[src/rtl/mips_fetch_unit.sv]
// Instruction-fetch / PC stage: fetches a word over a req/ready handshake, holds it for the
// controller, then steps the PC to PC+4, the branch target or the jump target.
module mips_fetch_unit #(
    parameter logic [31:0] RESET_PC = 32'h0000_0000,
    parameter int unsigned CNT_W    = 32
) (
    input  logic             clk,
    input  logic             reset_n,
    output logic             imem_req,
    output logic [31:0]      imem_addr,
    input  logic             imem_ready,
    input  logic [31:0]      imem_rdata,
    input  logic             step,
    input  logic             pcsrc,
    input  logic             jump,
    input  logic [31:0]      signimm,
    output logic [31:0]      instr,
    output logic [5:0]       op,
    output logic [5:0]       funct,
    output logic             instr_valid,
    output logic [31:0]      pc,
    output logic [31:0]      pcplus4,
    output logic [CNT_W-1:0] retired
);

    typedef enum logic {FETCH = 1'b0, HOLD = 1'b1} state_t;

    state_t      state, state_nxt;
    logic        fetch_done, retire;
    logic [31:0] pcbranch, pcjump, pcnext;

    assign fetch_done = (state == FETCH) && imem_ready;
    assign retire     = (state == HOLD) && step;

    always_ff @(posedge clk or negedge reset_n) begin
        if (!reset_n) state <= FETCH;
        else          state <= state_nxt;
    end

    always_comb begin
        state_nxt = state;
        case (state)
            FETCH:   if (imem_ready) state_nxt = HOLD;
            HOLD:    if (step)       state_nxt = FETCH;
            default: state_nxt = FETCH;
        endcase
    end

    always_comb begin
        imem_req    = (state == FETCH);
        instr_valid = (state == HOLD);
    end

    // Branch/jump targets stay word aligned, so pc[1:0] never leaves 00.
    assign pcplus4  = pc + 32'd4;
    assign pcbranch = pcplus4 + (signimm << 2);
    assign pcjump   = {pcplus4[31:28], instr[25:0], 2'b00};
    assign pcnext   = jump ? pcjump : (pcsrc ? pcbranch : pcplus4);

    always_ff @(posedge clk or negedge reset_n) begin
        if (!reset_n) begin
            pc      <= RESET_PC;
            retired <= '0;
        end else if (retire) begin
            pc      <= pcnext;
            retired <= retired + {{(CNT_W-1){1'b0}}, 1'b1};
        end
    end

    always_ff @(posedge clk or negedge reset_n) begin
        if (!reset_n)        instr <= '0;
        else if (fetch_done) instr <= imem_rdata;
    end

    assign imem_addr = pc;
    assign op        = instr[31:26];
    assign funct     = instr[5:0];

endmodule

[config.mk]
export PLATFORM = sky130hd
export DESIGN_NAME = mips_fetch_unit
export DESIGN_NICKNAME = d
export VERILOG_FILES = /design/src/rtl/mips_fetch_unit.sv
export SDC_FILE = /design/constraint.sdc
export NUM_CORES = 1
export LEC_CHECK = 0
export CORE_MARGIN = 2
export CORE_UTILIZATION = 31
export DETAILED_ROUTE_END_ITERATION = 12
export DONT_BUFFER_PORTS = 1
export REMOVE_ABC_BUFFERS = 1
export SKIP_CTS_REPAIR_TIMING = 1
export SYNTH_ARGS = -nofsm -noshare
export SYNTH_HDL_FRONTEND = slang
export SYNTH_SLANG_ARGS = --single-unit
[constraint.sdc]
create_clock -name clk -period 10 [get_ports clk]
set_input_delay 1 -clock clk [delete_from_list [all_inputs] [get_ports clk]]
set_output_delay 1 -clock clk [all_outputs]
set_load 0.02 [all_outputs]
==> flow_summary.yaml, run 1 <==
cts:
  path_clk_slew_ns: 0.07
  clk_latency_ns: 0.34
  cts_tree: "yes"
  cts_buffers: 9
  cts_sinks: 95
  clockRootBuffer: "clkbuf_16"
  cts_buffer_depth: 2
  htree_levels: 3
route:
  vias: 5406
  wl_per_cell_um: 20.37
  first_pass_iters: 5
  routed_wl_um: 20230
  drt_iter0_drc: 344
  drtAntennaViolNets: 0
  viasPerCell: 5.444
  drc: 0
finish:
  num_antenna_cells: 0
  fin_util_pct: 32.62
  nNetsFinal: 816
  layout-drive-gt1-share_pct: 9.818
  mostFrequentLayoutCells: "95 x dfrtp_1, 69 x nand2_1, 55 x a21oi_1, 53 x nor2_1, 53 x xnor2_1"
  layout_commonest_cell: "dfrtp_1"
  syn_to_final_growth_pct: 3.192
worst_setup_path:
  slowest_delay_ns: 0.75
  critPathCaptureType: "register"
  crit_fanout: 9
  crit_arrival_ns: 5.25
  worst_ep_required_time_ns: 10.21
  critPathBufInv: 0
  r2r_slack_ns: 4.96
  r2r-start: "imem_addr[2]"
  worstPathCellList: "ha_1 > nand4_1 > nor3_2 > xor2_1 > ha_1 > a21oi_1 > nand2_1 > a2111oi_0 > nor3_1 > o311ai_2 > nand2_1 > xnor2_1 > o21ai_0"
  cp-start-kind: "register"
  regToRegEndpoint: "imem_addr[26]"
  cp-startpoint: "imem_addr[2]"
  reg2reg_depth: 13
  crit_type: "reg2reg"
  cp_top_family: "compound AO/OA/AOI/OAI gates"
  crit_slowest_cell: "dfrtp_1"
synth:
  mappedNetlistArea_mm2: 0.006898
  yosysSeqAreaShare_pct: 34.46
  ys_types: 67
  synth-simple-area-share_pct: 17.32
  synth_compound_area_share_pct: 17.18
  synth_mux_area_share_pct: 6.421
  synthCells: 764
  synthArstFlopShare_pct: 100.0
  synth_xor_area_share_pct: 10.16
  synth_seq_cells: 95
  synth_ff_type: "dfrtp_1"
  syn_area_per_cell_um2: 9.029
  synth_top_family_by_area: "simple AND/OR/NAND/NOR gates"
  yosysWarnings: 0
  synth.area.top_cells: "dfrtp_1 34%, xnor2_1 6.7%, ha_1 6.7%, mux2_2 5.6%, buf_4 5.2%"
  synth_edf_count: 0
  yosys.area.top_type: "dfrtp_1"
  netlist.area_leader.share_pct: 34.46
  synthAdderAreaFrac_pct: 7.002
floorplan:
  die_w_um: 153.2
  dieArea_mm2: 0.02346
  row_count: 54
  io_pins: 244
  start_util_pct: 31.61
  core_mm2: 0.02182
  die_h_um: 153.2
sta:
  skew_ns: 0.01144
  setup_viol: 0
  tns_ns: 0
  worstMarginPinSlew_ns: 0.9937
  finalHoldViolCount: 0
  slew_headroom_pct: 33.62
  fin_crit_sh_pct: 50.38
  min_period_ns: 5.038
  max_freq_ghz: 0.1985
  hold_slack_ns: 0.3511
  maxSlewViolCount: 0
  rsz0062_at_grt: "no"
min_path:
  hold_path.class: "in2async"
outcome:
  outcome: "finished clean"
place:
  place_congestion: 0.8568
  port_buffers: 0
  hpwl_um: 15160
power_and_ir_drop:
  total_power_w: 0.002084
  ir_worst_vdd_mv: 0.09225
  leakagePower_nw: 3.000
  power_density_mw_per_mm2: 292.8
flow_run:
  maxCapViolCount: 0
global_routing:
  grtUsageTotal_pct: 17.09
  gr-total-overflow: 0
  grt_pass1_wl_um: 31440
  grt_start_max_net_pins: 96
  antenna_found_initial: 0
  grt_pass1_vias: 5372
how the worst max path moves through the flow:
stage,endpoint,slack (ns),cells after the start
after floorplan,imem_addr[27],5.90,13
after CTS,imem_addr[27],5.04,14
after detailed placement,imem_addr[23],5.08,13
after global placement,imem_addr[23],5.03,13
after global routing,imem_addr[26],4.69,13
final,imem_addr[26],4.96,13
routing by layer:
metal / global-route usage, % / part of all wire, % / vias up
li1: - / - / 2572
met1: 22.86 / 45 / 2605
met2: 27.10 / 47 / 202
met3: 3.884 / 6.4 / 27
met4: 6.173 / 2.3 / 0
met5: 0 / 0 / -
Yosys cell counts (all sizes together), types with 3 or more instances:
cell type  instances
dfrtp             95
nand2             70
a21oi             56
nor2              54
xnor2             53
buf               50
o21ai             42
ha                37
nand3             36
mux2              34
xor2              27
clkbuf            24
a21o              20
and3              19
nand4             13
inv               11
nor3              11
a211oi            10
and2               8
mux2i              6
nor2b              6
o21bai             6
and4               5
o31ai              5
or2                5
nor4               4
o21a               4
o22ai              4
or3                4
a2111oi            3
a31o               3
nand2b             3
o211ai             3
o41ai              3
power breakdown:
| group | total (W) | internal (W) | leakage, nW | switching [W] |
|---|---|---|---|---|
| Sequential | 0.000839 | 0.000468 | 1.18 | 0.000372 |
| Combinational | 0.000910 | 0.000362 | 1.68 | 0.000548 |
| Clock | 0.000335 | 0.000179 | 0.142 | 0.000157 |
kinds of logic after synthesis:
kind of cell | after synthesis
xor gates and xnor gates | 80
other | 1
muxes | 40
AOI/OAI and AO/OA | 179
buffers and inverters | 87
adders and majority gates | 38
DFF | 95
and+or+nand+nor | 244
final cells by class:
| class | count | area (um^2) |
|---|---|---|
| Fill cell | 2294 | 14710 |
| Timing Repair Buffer | 2 | 15.01 |
| Tap cell | 280 | 350.3 |
| Inverter | 13 | 48.80 |
| Multi-Input combinational cell | 587 | 4041 |
| Clock buffer | 11 | 242.7 |
| Sequential cell | 95 | 2377 |
| Clock inverter | 5 | 42.54 |
metrics by stage:
step	cells	cell area [um^2]	setup WS, ns
2_1_floorplan	695	6455	5.904
3_3_place_gp	977	6833	5.029
3_5_place_dp	977	6833	5.077
4_1_cts	993	7118	5.037
5_1_grt	993	7118	4.694
6_report	993	7118	4.962
sequential cells by signal, indices dropped and copies added (netlist names):
name and flops:
instr_valid 1, retired 32, instr 32, imem_addr 30
Power figures use the tool's default switching activity.
==> inputs of run 2 (changes only) <==
Clock period 10 ns to 5 ns, I/O delays scaled along.
==> flow_summary.yaml, run 2 (synthesized netlist as in run 1, its figures left out) <==
route:
  drc: 0
  drtAntennaViolNets: 0
  viasPerCell: 5.371
  routed_wl_um: 20560
  vias: 5500
  first_pass_iters: 6
  wl_per_cell_um: 20.07
  drt_iter0_drc: 340
cts:
  clockRootBuffer: "clkbuf_16"
  cts_sinks: 95
  cts_buffers: 9
  cts_tree: "yes"
  htree_levels: 3
  clk_latency_ns: 0.34
  cts_buffer_depth: 2
  path_clk_slew_ns: 0.07
finish:
  final_cell_area_mm2: 0.007371
  nNetsFinal: 847
  layout_commonest_cell: "dfrtp_1"
  mostFrequentLayoutCells: "95 x dfrtp_1, 69 x nand2_1, 55 x a21oi_1, 53 x nor2_1, 53 x xnor2_1"
  num_antenna_cells: 0
  syn_to_final_growth_pct: 6.857
  layout-drive-gt1-share_pct: 13.58
worst_setup_path:
  worst_ep_required_time_ns: 5.22
  worstPathCellList: "nand4_1 > nor3_2 > nand3_1 > xnor2_1 > buf_4 > ha_1 > a21o_1 > or4_4 > o21bai_4 > o21ai_1 > a2111oi_2 > xor2_1 > o21ai_0"
  cp-start-kind: "register"
  crit_type: "reg2reg"
  crit_fanout: 7
  slowest_delay_ns: 0.68
  r2r-start: "imem_addr[8]"
  regToRegEndpoint: "imem_addr[23]"
  cp-startpoint: "imem_addr[8]"
  r2r_slack_ns: 0.71
  reg2reg_depth: 13
  crit_arrival_ns: 4.51
  critPathCaptureType: "register"
  crit_slowest_cell: "dfrtp_1"
flow_run:
  maxCapViolCount: 0
global_routing:
  met1_usage_pct: 22.77
  use_met2_pct: 27.74
  grt_pass1_wl_um: 31750
  gr-total-overflow: 0
  grt_pass1_vias: 5346
  grtUsageTotal_pct: 17.21
  top_usage_layer: "met2"
  gr-usage-met3_pct: 4.054
  antenna_found_initial: 0
  grt_start_max_net_pins: 96
sta:
  min_period_ns: 4.294
  worstMarginPinSlew_ns: 0.9914
  setup_viol: 0
  skew_ns: 0.007262
  finalHoldViolCount: 0
  fin_crit_sh_pct: 85.88
  maxSlewViolCount: 0
  rsz0062_at_grt: "no"
  tns_ns: 0
  max_freq_ghz: 0.2329
  slew_headroom_pct: 33.77
power_and_ir_drop:
  power_density_mw_per_mm2: 589.9
  leakagePower_nw: 3.161
  ir_worst_vdd_mv: 0.2268
floorplan:
  row_count: 54
  dieArea_mm2: 0.02346
  start_util_pct: 31.61
  io_pins: 244
  die_h_um: 153.2
  die_w_um: 153.2
  core_mm2: 0.02182
min_path:
  hold_path.class: "in2async"
place:
  postPlaceCellArea_mm2: 0.007058
  place_congestion: 0.8430
  hpwl_um: 15640
  port_buffers: 0
outcome:
  outcome: "finished clean"
[run 2: changes by cell type in the layout (fill, tap and decap cells not counted)]
cell    delta
buf_4     +30
buf_16     +1
[run 2: worst max path at each step]
| stage | cells after the start | to |
|---|---|---|
| global placement | 13 | imem_addr[23] |
| finish | 13 | imem_addr[23] |
| CTS | 13 | imem_addr[23] |
| floorplan | 13 | imem_addr[27] |
| detailed placement | 13 | imem_addr[23] |
| global route | 13 | imem_addr[23] |
[run 2: power breakdown]
group          switching [W]  total (W)  internal [W]
Combinational        0.00124    0.00210      0.000852
Sequential          0.000641    0.00158      0.000937
Clock               0.000317   0.000674      0.000357
Total                0.00220    0.00435       0.00215
[run 2: layout make-up]
| type | count | area (um^2) |
|---|---|---|
| sequential | 95 | 2377 |
| inverter | 13 | 48.80 |
| fill | 2285 | 14450 |
| timing repair buffer | 33 | 267.8 |
| multi-input combinational | 587 | 4041 |
| clock inverter | 5 | 42.54 |
| tap | 280 | 350.3 |
| clock buffer | 11 | 242.7 |
[run 2: stage by stage]
stage	hold slack, ns	utilization [%]	setup WS [ns]	power (W)	cells
2_1_floorplan	0.2044	-	0.9037	0.003027	695
3_3_place_gp	0.2087	32.34	0.7984	0.003648	1007
3_5_place_dp	0.2088	32.34	0.7271	0.003663	1007
4_1_cts	-0.1717	33.65	0.7057	0.004358	1023
5_1_grt	0.1087	33.77	0.4640	0.004648	1024
6_report	0.06788	33.77	0.7060	0.004348	1024
[run 2: worst max-delay path: cells and delay by family, from the launching register on]
family | cells | cell delay [ns]
AO/OA/AOI/OAI | 5 | 1.11
XOR/XNOR | 2 | 0.41
adder cells (fa/ha/maj) | 1 | 0.38
buffers and inverters | 1 | 0.18
flip-flops | 1 | 0.68
AND/OR/NAND/NOR | 4 | 1.42
[run 2: per-layer routing]
metal	routed length [um]	vias up
li1	-	2636
met1	9056	2622
met2	9647	211
met3	1353	31
met4	498	0
met5	0	-
==> inputs of run 3 (changes only) <==
Settings changed: CTS_CLUSTER_DIAMETER from default to 120.
==> results of run 3 <==
No change in the layout: final DEF, timing and power equal those of run 2.
